===== src/rtl/seq_alu_if.sv =====
`default_nettype none
// ============================================================================
// Module   : seq_alu_if
// Brief    : Operand/opcode request and result bundle for seq_alu.
// Revision : 1.0  initial release
// ============================================================================
interface seq_alu_if #(
    parameter int WIDTH = 8
) ();
    logic             in_valid;
    logic             in_ready;
    logic [WIDTH-1:0] a;
    logic [WIDTH-1:0] b;
    logic [3:0]       n;
    logic [WIDTH-1:0] r;
    logic [3:0]       cc;
    logic             carry;
    logic             writeEnable;
    logic             out_valid;

    modport master (
        output in_valid, a, b, n,
        input  in_ready, r, cc, carry, writeEnable, out_valid
    );

    modport slave (
        input  in_valid, a, b, n,
        output in_ready, r, cc, carry, writeEnable, out_valid
    );
endinterface
`default_nettype wire


===== src/rtl/seq_alu.sv =====
`default_nettype none
// ============================================================================
// Module   : seq_alu
// Brief    : Clocked ALU: single-cycle ops 0-7, iterative mul/div/rem 8-10.
// Revision : 1.0  initial release
// ============================================================================
module seq_alu #(
    parameter int WIDTH = 8,
    parameter int CNT_W = $clog2(WIDTH) + 1
) (
    input  logic      clk,
    input  logic      reset,
    seq_alu_if.slave  bus
);

    localparam logic [1:0] c_S_IDLE = 2'd0;
    localparam logic [1:0] c_S_MUL  = 2'd1;
    localparam logic [1:0] c_S_DIV  = 2'd2;

    localparam logic [3:0] c_OP_ADD   = 4'd0;
    localparam logic [3:0] c_OP_SUB   = 4'd1;
    localparam logic [3:0] c_OP_MUL2  = 4'd2;
    localparam logic [3:0] c_OP_DIV2  = 4'd3;
    localparam logic [3:0] c_OP_PASSA = 4'd4;
    localparam logic [3:0] c_OP_PASSB = 4'd5;
    localparam logic [3:0] c_OP_MAX   = 4'd6;
    localparam logic [3:0] c_OP_MIN   = 4'd7;
    localparam logic [3:0] c_OP_MUL   = 4'd8;
    localparam logic [3:0] c_OP_DIV   = 4'd9;
    localparam logic [3:0] c_OP_REM   = 4'd10;

    localparam logic [CNT_W-1:0] c_LAST = CNT_W'(WIDTH - 1);

    logic [1:0]       r_state;
    logic [CNT_W-1:0] r_cnt;
    logic [WIDTH-1:0] r_a;
    logic [WIDTH-1:0] r_b;
    logic [3:0]       r_op;
    logic [WIDTH-1:0] r_hi;
    logic [WIDTH-1:0] r_lo;
    logic [WIDTH-1:0] r_rem;
    logic [WIDTH-1:0] r_quo;
    logic [WIDTH-1:0] r_r;
    logic [3:0]       r_cc;
    logic             r_carry;
    logic             r_we;
    logic             r_ov;

    logic [WIDTH:0]   w_add;
    logic [WIDTH:0]   w_sub;
    logic             w_a_ge_b;
    logic [WIDTH-1:0] w_res;
    logic [3:0]       w_cc;
    logic             w_carry;
    logic             w_accept;

    logic [WIDTH:0]   w_mul_sum;
    logic [WIDTH-1:0] w_hi_nxt;
    logic [WIDTH-1:0] w_lo_nxt;

    logic [WIDTH:0]   w_shift;
    logic [WIDTH:0]   w_trial;
    logic             w_fits;
    logic [WIDTH-1:0] w_rem_nxt;
    logic [WIDTH-1:0] w_quo_nxt;
    logic [WIDTH-1:0] w_div_res;

    assign w_accept = bus.in_valid && (r_state == c_S_IDLE);

    // Single-cycle datapath, evaluated straight from the request operands.
    always_comb begin
        w_add    = {1'b0, bus.a} + {1'b0, bus.b};
        w_sub    = {1'b0, bus.a} - {1'b0, bus.b};
        w_a_ge_b = (bus.a >= bus.b);
        w_res    = '0;
        w_cc     = '0;
        w_carry  = 1'b0;
        case (bus.n)
            c_OP_ADD: begin
                w_res   = w_add[WIDTH-1:0];
                w_carry = w_add[WIDTH];
                w_cc[0] = 1'b1;
            end
            c_OP_SUB: begin
                w_res   = w_sub[WIDTH-1:0];
                w_carry = w_sub[WIDTH];
                w_cc[0] = 1'b1;
            end
            c_OP_MUL2: begin
                w_res   = {bus.a[WIDTH-2:0], 1'b0};
                w_carry = bus.a[WIDTH-1];
                w_cc[0] = 1'b1;
            end
            c_OP_DIV2: begin
                w_res   = {1'b0, bus.a[WIDTH-1:1]};
                w_carry = bus.a[0];
                w_cc[0] = 1'b1;
            end
            c_OP_PASSA: w_res = bus.a;
            c_OP_PASSB: w_res = bus.b;
            c_OP_MAX: begin
                if (w_a_ge_b) begin
                    w_res   = bus.a;
                    w_cc[2] = 1'b1;
                end else begin
                    w_res   = bus.b;
                    w_cc[3] = 1'b1;
                end
            end
            c_OP_MIN: begin
                if (!w_a_ge_b) begin
                    w_res   = bus.a;
                    w_cc[3] = 1'b1;
                end else begin
                    w_res   = bus.b;
                    w_cc[2] = 1'b1;
                end
            end
            default: begin
                w_res = '0;
            end
        endcase
        w_cc[1] = w_cc[0] && (w_res == '0);
    end

    // Shift-add step: {hi,lo} starts as {0,b}; each step adds a when lo[0] is set
    // and shifts right, so after WIDTH steps {hi,lo} holds the full product.
    always_comb begin
        w_mul_sum = {1'b0, r_hi} + (r_lo[0] ? {1'b0, r_a} : {(WIDTH+1){1'b0}});
        w_hi_nxt  = w_mul_sum[WIDTH:1];
        w_lo_nxt  = {w_mul_sum[0], r_lo[WIDTH-1:1]};
    end

    // Restoring division step; the partial remainder is kept below b, so one
    // extra bit is enough to detect whether the trial subtraction fits.
    always_comb begin
        w_shift   = {r_rem, r_quo[WIDTH-1]};
        w_trial   = w_shift - {1'b0, r_b};
        w_fits    = !w_trial[WIDTH];
        w_rem_nxt = w_fits ? w_trial[WIDTH-1:0] : w_shift[WIDTH-1:0];
        w_quo_nxt = {r_quo[WIDTH-2:0], w_fits};
        w_div_res = (r_op == c_OP_DIV) ? w_quo_nxt : w_rem_nxt;
    end

    always_ff @(posedge clk) begin
        if (reset) begin
            r_state <= c_S_IDLE;
            r_cnt   <= '0;
            r_a     <= '0;
            r_b     <= '0;
            r_op    <= '0;
            r_hi    <= '0;
            r_lo    <= '0;
            r_rem   <= '0;
            r_quo   <= '0;
            r_r     <= '0;
            r_cc    <= '0;
            r_carry <= 1'b0;
            r_we    <= 1'b0;
            r_ov    <= 1'b0;
        end else begin
            r_we <= 1'b0;
            r_ov <= 1'b0;
            case (r_state)
                c_S_IDLE: begin
                    if (w_accept) begin
                        r_a   <= bus.a;
                        r_b   <= bus.b;
                        r_op  <= bus.n;
                        r_cnt <= '0;
                        if (bus.n == c_OP_MUL) begin
                            r_state <= c_S_MUL;
                            r_hi    <= '0;
                            r_lo    <= bus.b;
                        end else if ((bus.n == c_OP_DIV) || (bus.n == c_OP_REM)) begin
                            r_state <= c_S_DIV;
                            r_rem   <= '0;
                            r_quo   <= bus.a;
                        end else if (bus.n <= c_OP_MIN) begin
                            r_r     <= w_res;
                            r_cc    <= w_cc;
                            r_carry <= w_carry;
                            r_we    <= 1'b1;
                            r_ov    <= 1'b1;
                        end else begin
                            // Unknown opcode: signal completion but keep r.
                            r_cc    <= '0;
                            r_carry <= 1'b0;
                            r_ov    <= 1'b1;
                        end
                    end
                end
                c_S_MUL: begin
                    r_hi  <= w_hi_nxt;
                    r_lo  <= w_lo_nxt;
                    r_cnt <= r_cnt + 1'b1;
                    if (r_cnt == c_LAST) begin
                        r_state <= c_S_IDLE;
                        r_r     <= w_lo_nxt;
                        r_carry <= |w_hi_nxt;
                        r_cc    <= {2'b00, (w_lo_nxt == '0), 1'b1};
                        r_we    <= 1'b1;
                        r_ov    <= 1'b1;
                    end
                end
                c_S_DIV: begin
                    r_rem <= w_rem_nxt;
                    r_quo <= w_quo_nxt;
                    r_cnt <= r_cnt + 1'b1;
                    if (r_cnt == c_LAST) begin
                        r_state <= c_S_IDLE;
                        r_we    <= 1'b1;
                        r_ov    <= 1'b1;
                        if (r_b == '0) begin
                            r_r     <= (r_op == c_OP_DIV) ? {WIDTH{1'b1}} : r_a;
                            r_cc    <= 4'b1001;
                            r_carry <= 1'b1;
                        end else begin
                            r_r     <= w_div_res;
                            r_cc    <= {2'b00, (w_div_res == '0), 1'b1};
                            r_carry <= 1'b0;
                        end
                    end
                end
                default: begin
                    r_state <= c_S_IDLE;
                end
            endcase
        end
    end

    assign bus.in_ready    = (r_state == c_S_IDLE);
    assign bus.r           = r_r;
    assign bus.cc          = r_cc;
    assign bus.carry       = r_carry;
    assign bus.writeEnable = r_we;
    assign bus.out_valid   = r_ov;

endmodule
`default_nettype wire


===== src/flat_wrapper.sv =====
// flat-port wrapper written by rule: the top's interface ports become plain ports
module seq_alu_flat 
#(
    parameter int WIDTH = 8,
    parameter int CNT_W = $clog2(WIDTH) + 1
)
  (clk, reset, bus_in_valid, bus_a, bus_b, bus_n, bus_in_ready, bus_r, bus_cc, bus_carry, bus_writeEnable, bus_out_valid);
  seq_alu_if #(.WIDTH(WIDTH)) bus_i ();
  input  logic clk;
  input  logic reset;
  input wire logic [$bits(bus_i.in_valid)-1:0] bus_in_valid;
  input wire logic [$bits(bus_i.a)-1:0] bus_a;
  input wire logic [$bits(bus_i.b)-1:0] bus_b;
  input wire logic [$bits(bus_i.n)-1:0] bus_n;
  output wire logic [$bits(bus_i.in_ready)-1:0] bus_in_ready;
  output wire logic [$bits(bus_i.r)-1:0] bus_r;
  output wire logic [$bits(bus_i.cc)-1:0] bus_cc;
  output wire logic [$bits(bus_i.carry)-1:0] bus_carry;
  output wire logic [$bits(bus_i.writeEnable)-1:0] bus_writeEnable;
  output wire logic [$bits(bus_i.out_valid)-1:0] bus_out_valid;
  assign bus_i.in_valid = bus_in_valid;
  assign bus_i.a = bus_a;
  assign bus_i.b = bus_b;
  assign bus_i.n = bus_n;
  assign bus_in_ready = bus_i.in_ready;
  assign bus_r = bus_i.r;
  assign bus_cc = bus_i.cc;
  assign bus_carry = bus_i.carry;
  assign bus_writeEnable = bus_i.writeEnable;
  assign bus_out_valid = bus_i.out_valid;
  seq_alu #(.WIDTH(WIDTH), .CNT_W(CNT_W)) u_core (.clk(clk), .reset(reset), .bus(bus_i));
endmodule

===== config.mk =====
export PLATFORM = sky130hd
export DESIGN_NAME = seq_alu_flat
export DESIGN_NICKNAME = d
export VERILOG_FILES = /design/src/rtl/seq_alu_if.sv /design/src/rtl/seq_alu.sv /design/src/flat_wrapper.sv
export SDC_FILE = /design/constraint.sdc
export NUM_CORES = 1
export LEC_CHECK = 0
export CORE_MARGIN = 2
export CORE_UTILIZATION = 25
export CTS_BUF_LIST = sky130_fd_sc_hd__clkbuf_16
export CTS_CLUSTER_DIAMETER = 30
export DETAILED_ROUTE_END_ITERATION = 12
export PLACE_DENSITY = 0.49
export SLEW_MARGIN = 40
export SYNTH_ARGS = -nofsm -noshare
export SYNTH_HDL_FRONTEND = slang
export SYNTH_SLANG_ARGS = --single-unit

===== constraint.sdc =====
create_clock -name clk -period 3.05 [get_ports clk]
set_input_delay 0.61 -clock clk [delete_from_list [all_inputs] [get_ports clk]]
set_output_delay 0.61 -clock clk [all_outputs]
set_load 0.01 [all_outputs]

## Word level (Yosys, flattened, before mapping)

Index checks and enable logic that the tools add are counted.

- Output and inout port bits: 16
- Logic and storage cells: 137
- Flip-flop bits (word level): 73

- Reductions and logical operators: 25
- Multiplexer cells: 67
- $lt $le $gt $ge: 2
- Eq/ne operators: 24
- Add/subtract/negate cells: 5

Operators by type and width:

| cell | count |
|---|---|
| 2-to-1 mux 8 bit | 23 |
| one-hot mux 8 bit (2 select lines) | 4 |
| one-hot mux 8 bit (8 select lines) | 1 |
| logical NOT 8 bit | 4 |
| 2-to-1 mux 4 bit | 8 |
| one-hot mux 8 bit (3 select lines) | 1 |
| equality test 4 x 3 -> 1 bit (second input constant) | 5 |
| 2-to-1 mux 1 bit | 18 |
| equality test 4 bit (second input constant) | 4 |
| != test 2 x 1 -> 1 bit (second input constant) | 7 |
| one-hot mux 4 bit (3 select lines) | 1 |
| 2-to-1 mux 2 bit | 5 |
| adder 8 x 8 -> 9 bit | 1 |
| adder 8 x 9 -> 9 bit | 1 |
| subtractor 8 x 8 -> 9 bit | 1 |
| subtractor 9 x 8 -> 9 bit | 1 |
| equality test 4 x 2 -> 1 bit (second input constant) | 2 |
| greater-or-equal comparator 8 bit | 1 |
| one-hot mux 4 bit (2 select lines) | 1 |
| OR reduction 8 bit | 1 |
| AND reduction 7 bit | 1 |
| AND reduction 3 bit | 2 |
| AND reduction 6 bit | 1 |
| nonzero test 2 bit | 3 |
| 21 further kinds | 26 |

## Depth between registers and ports, before layout

- Depth in word-level cells: 10
- Depth in mapped cells: 14

## Worst setup path before layout

No wires, ideal clock.

- Path type: in2reg
- From: input bus_b[0]
- To: register u_core.r_cc[1] (netlist: u_core.bus.cc[1])
- Setup slack: -155 ps
- Data arrival time: 3136 ps
- Setup time: 69 ps
- Stages on the path: 11
- Path buffers: 0
- Cells stage by stage: ha_1 fa_1 nor3b_1 nor3_1 o31ai_1 a221oi_1 o21ai_1 a311o_1 a211o_1 or4_1 o21ai_1

- Longest elaborated chain between the ends: 10
- Elaborated cells on any way between the ends: 13
- Those cells by class: add/sub (2); order compare (1); mux (8); reduce/logical (2)

RTL lines:

| item | line | RTL |
|---|---|---|
| start, declared | flat_wrapper.sv:13 | `input wire logic [$bits(bus_i.b)-1:0] bus_b;` |
| greater-or-equal comparator 8 bit | seq_alu.sv:74 | `w_a_ge_b = (bus.a >= bus.b);` |
| 2-to-1 mux 8 bit, on equally long branches | seq_alu.sv:111, seq_alu.sv:102 |  |
| one-hot mux 8 bit (8 select lines) * | seq_alu.sv:78 | `case (bus.n)` |
| logical NOT 8 bit * | seq_alu.sv:123 | `w_cc[1] = w_cc[0] && (w_res == '0);` |
| logical AND 1 bit * | seq_alu.sv:123 |  |
| 2-to-1 mux 4 bit * | seq_alu.sv:179 | `end else if (bus.n <= c_OP_MIN) begin` |
| 2-to-1 mux 4 bit * | seq_alu.sv:175 | `end else if ((bus.n == c_OP_DIV) \|\| (bus.n == c_OP_REM)) begin` |
| 2-to-1 mux 4 bit * | seq_alu.sv:171 | `if (bus.n == c_OP_MUL) begin` |
| 2-to-1 mux 4 bit * | seq_alu.sv:166 | `if (w_accept) begin` |
| one-hot mux 4 bit (3 select lines) * | seq_alu.sv:164 | `case (r_state)` |
| end signal, assigned | seq_alu.sv:181 | `r_cc <= w_cc;` |
| end signal, assigned | seq_alu.sv:201 | `r_cc <= {2'b00, (w_lo_nxt == '0), 1'b1};` |
| end signal, assigned | seq_alu.sv:220 | `r_cc <= {2'b00, (w_div_res == '0), 1'b1};` |
| end, declared | seq_alu.sv:44 | `logic [3:0] r_cc;` |

Mark *: on every way between the ends. The rest lies on a longest branch, timed or not. The select of a mux whose other input is x is not followed.
A chain may end at the register's enable or synchronous reset.

## Worst setup path in the final report

- From: input bus_a[0]
- To: register u_core.r_carry (netlist: u_core.bus.carry)

- Longest elaborated chain between the ends: 7
- Elaborated cells on any way between the ends: 8
- Those cells by class: add/sub (2); mux (6)

RTL lines:

| item | line | RTL |
|---|---|---|
| start, declared | flat_wrapper.sv:12 | `input wire logic [$bits(bus_i.a)-1:0] bus_a;` |
| subtractor 8 x 8 -> 9 bit or adder 8 x 8 -> 9 bit (tied branches) | seq_alu.sv:73, seq_alu.sv:72 |  |
| one-hot mux 1 bit (4 select lines) * | seq_alu.sv:78 |  |
| 2-to-1 mux 1 bit * | seq_alu.sv:179 |  |
| 2-to-1 mux 1 bit * | seq_alu.sv:175 |  |
| 2-to-1 mux 1 bit * | seq_alu.sv:171 |  |
| 2-to-1 mux 1 bit * | seq_alu.sv:166 |  |
| one-hot mux 1 bit (3 select lines) * | seq_alu.sv:164 |  |
| end signal, assigned | seq_alu.sv:182 | `r_carry <= w_carry;` |
| end signal, assigned | seq_alu.sv:200 | `r_carry <= \|w_hi_nxt;` |
| end, declared | seq_alu.sv:45 | `logic r_carry;` |

Marks and branches as above.

==> metrics.md <==
| Metric | Value |
|---|---|
| Outcome | complete, no violations |
| Fin cells | roughly 1100 |
| Clk root buf | clkbuf_16 |
| Clk network pwr share | between 20% and 30% |
| Post-synth EDFFs | 0 |
| CTS tree | done |
| Pint | approximately 2.2 mW |
| Critical Path AT | between 3 and 4 ns |
| Max_cap viols | 0 |
| Number of diodes | 0 |
| NetSw | ~1.3 mW |
| Dpl cells | 1099 |
| Buffers & Inverters on Critical Path | 6 |
| Share of power burned in registers | between 30% and 40% |
| WS Path Type | in2reg |
| Final Hold Viols | 0 |
| Gr usage total | between 15 and 20% |
| Seq/Total Area, Yosys | a little over a quarter |
| Initial antenna violation count | 0 |
| Net Sw Frac | 36.2% |
| Total power | 3.50 mW |
| Num CTS Buffers | 9 |
| Die Ht | between 150 and 200 µm |
| Final period utilization | 98.1% |
| Hold Buf Count CTS | 0 |
| Leak | ~3.1 nW |
| Hpwl dp | 15500 µm |
| Post-synth cell types | 62 |
| Final nets | 925 |
| WL/cell | ~18 µm |
| Syn Area/Cell | 7.66 µm² |
| PwrDens | approximately 450 nW/µm² |
| Yosys warns | 0 |
| Top cells by area, synth | dfxtp_1 (27%), ha_1 (8.5%), a21oi_1 (6.7%) |
| Slew @ Worst Pin | approximately 0.6 ns |
| Congestion Overflow GR | 0 |
| CP Cell Sequence | buf_4 > buf_6 > inv_1 > ha_2 > inv_1 > fa_2 > nand3_2 > nand2_2 > a31oi_4 > buf_4 > buf_4 > nor2_1 > o21ai_0 > a222oi_1 > nor4_1 > a31oi_4 > a211oi_2 |
| RSZ-0062 raised after global routing | yes |
| Post-route cell area | 7860 µm² |
| Clock skew | between 0.01 and 0.015 ns |
| H-tree depth | 3 |
| Filler Cells Inserted | approximately 2200 |
| Placed cell area | 6900 µm² |
| WHS | roughly 0.46 ns |
| Cell count after synthesis | ~710 |
| Clk buf depth | 2 |
| Crit path top cell by count | buf_4 |
| Post-route ant nets | 0 |
| Commonest cells post-synth | nor2_1 (85), nand2_1 (77), dfxtp_1 (73) |
| Skew-Pair Late Insertion Delay | 0.36 ns |
| Clock transition at the registers of the reported paths | 0.06 ns |
| Slew HR | around three fifths |
| Worst slack, placed | -0.864 ns |
| Initial Utilization | between 20% and 30% |
| Number of setup violations in the final report | 0 |
| Layout cell share with drive strength beyond 1 | between 20% and 30% |
| Ports | 39 |
| Num rows | between 50 and 60 |
| CP endpoint kind | register |
| DR vias/cell | 5.14 |
| CP delay by family, top | compound AO/OA/AOI/OAI gates |
| Fmax | about 330 MHz |
| Setup WS post-layout | about 0.058 ns |
| Cell area after synthesis | 5420 µm² |
| Worst path max stage delay | roughly 0.41 ns |
| Core area | approximately 21000 µm² |
| DR DRC count | 0 |
| First-pass GRT wire length | 31700 µm |
| Dominant cell type by area after synthesis | dfxtp_1 |
| Tmin final | approximately 3.0 ns |
| Count leader, synth | nor2_1 |
| CP max FO | 6 |
| Top_reg_cell synth | dfxtp_1 |
| Critical Path Slowest Stage Cell | nor4_1 |
| Die width | between 150 and 200 µm |
| Post-synth ARST share | 0% |
| Register area | between 1000 and 1500 µm² |
| Initial DRC Count | slightly below 700 |
| Worst path required time | roughly 3.3 ns |
| WL final | approximately 20000 µm |
| Yosys top cell area share | approximately 27% |
| # clock sinks | 73 |
| Synth Register Bits | 73 |
| Share of power burned in combinational logic | 40.6% |
| Final Max Tran Viols | 0 |
| P&R area growth vs syn | 45.1% |
| CP startpoint kind | primary input |
| Min-delay worst type | reg2reg |
| First-pass DRT Iterations | 5 |
| VDD IR max | approximately 0.28 mV |
| Number of global-route vias before repair | roughly 5600 |
| GPL Wtd Cong | between 0.9 and 1 |
| Multi-input gate area | around 4100 µm² |
| Total die area | ~23000 µm² |
| Port buffer count | 38 |
| Syn nets | approximately 770 |
| Largest net degree at the start of global routing | 54 |
| Vias | 5867 |
flip-flops by register name (all words and copies together) (netlist names), 2 cells and up:
| signal | flops |
|---|---|
| u_core.bus.cc | 4 |
| u_core.bus.r | 8 |
| u_core.r_a | 8 |
| u_core.r_b | 8 |
| u_core.r_cnt | 4 |
| u_core.r_hi | 8 |
| u_core.r_lo | 8 |
| u_core.r_op | 4 |
| u_core.r_quo | 8 |
| u_core.r_rem | 8 |
| u_core.r_state | 2 |
worst min-delay path, cell delays in order (launching register included):
cell and delay (ns):
dfxtp_1 0.31, nand2_1 0.05, a21oi_1 0.06
path summary, 6_finish.rpt:
path	to	cells past startpoint	slack [ns]	from
max	u_core.bus.carry	17	0.06	bus_a[0]
min	u_core.r_op[1]	2	0.46	u_core.r_op[1]
max reg2reg	u_core.bus.carry	11	0.06	u_core.r_lo[0]
min reg2reg	u_core.r_op[1]	2	0.46	u_core.r_op[1]
placed cells by master, fill, tap and decap left out, types with 12 or more instances in the layout:
cell type	n
buf_4	136
a21oi_2	13
nand3_1	12
mux2i_1	24
o21ai_0	18
nor3_1	13
a221oi_1	12
a22oi_1	13
a211oi_1	19
clkdlybuf4s50_1	21
inv_1	27
nor2_1	84
ha_1	23
a21oi_1	60
nand2_1	76
dfxtp_1	70
through the flow:
| step | TNS (ns) | util [%] |
|---|---|---|
| 2_1_floorplan | -0.151 | - |
| 3_3_place_gp | -5.70 | 32.6 |
| 3_5_place_dp | -5.97 | 32.6 |
| 4_1_cts | -0.0344 | 35.5 |
| 5_1_grt | -0.115 | 37.1 |
| 6_report | 0 | 37.1 |
final cells by class:
| type | instances | share of cell area, % |
|---|---|---|
| Clock buffer | 9 | 2.87 |
| Clock inverter | 7 | 0.589 |
| Timing Repair Buffer | 185 | 19.7 |
| Inverter | 33 | 1.58 |
| Tap cell | 275 | 4.38 |
| Sequential cell | 73 | 18.7 |
| Multi-Input combinational cell | 559 | 52.3 |
cell families after synthesis:
family                   Yosys count  synth area share [%]
AO/OA/AOI/OAI                    223                  28.1
XOR/XNOR                          15                  2.43
adder cells (fa/ha/maj)           41                  10.0
buffers and inverters             75                  5.55
flip-flops                        73                  27.0
multiplexers                      33                  6.22
AND/OR/NAND/NOR                  247                  20.7
power groups by stage:
stage,logic [mW],clock network [mW],registers [mW]
after floorplan,0.673,0,1.09
after global placement,1.23,0,1.10
after detailed placement,1.23,0,1.10
after CTS,1.32,1.03,1.08
after global routing,1.54,1.07,1.09
final,1.42,1.00,1.08
routing by layer:
metal	track usage, %	share of wire [%]
met1	25.3	47
met2	28.7	46
met3	3.19	5.2
met4	6.54	2.6
met5	0	0
repair_timing:
item | in CTS | in global routing
pin swaps | 25 | 35
endpoints found under the setup margin | 10 | 9
resized for setup | 79 | 55
cloned | 0 | 0
buffers inserted | 8 | 18
Power figures use the tool's default switching activity.
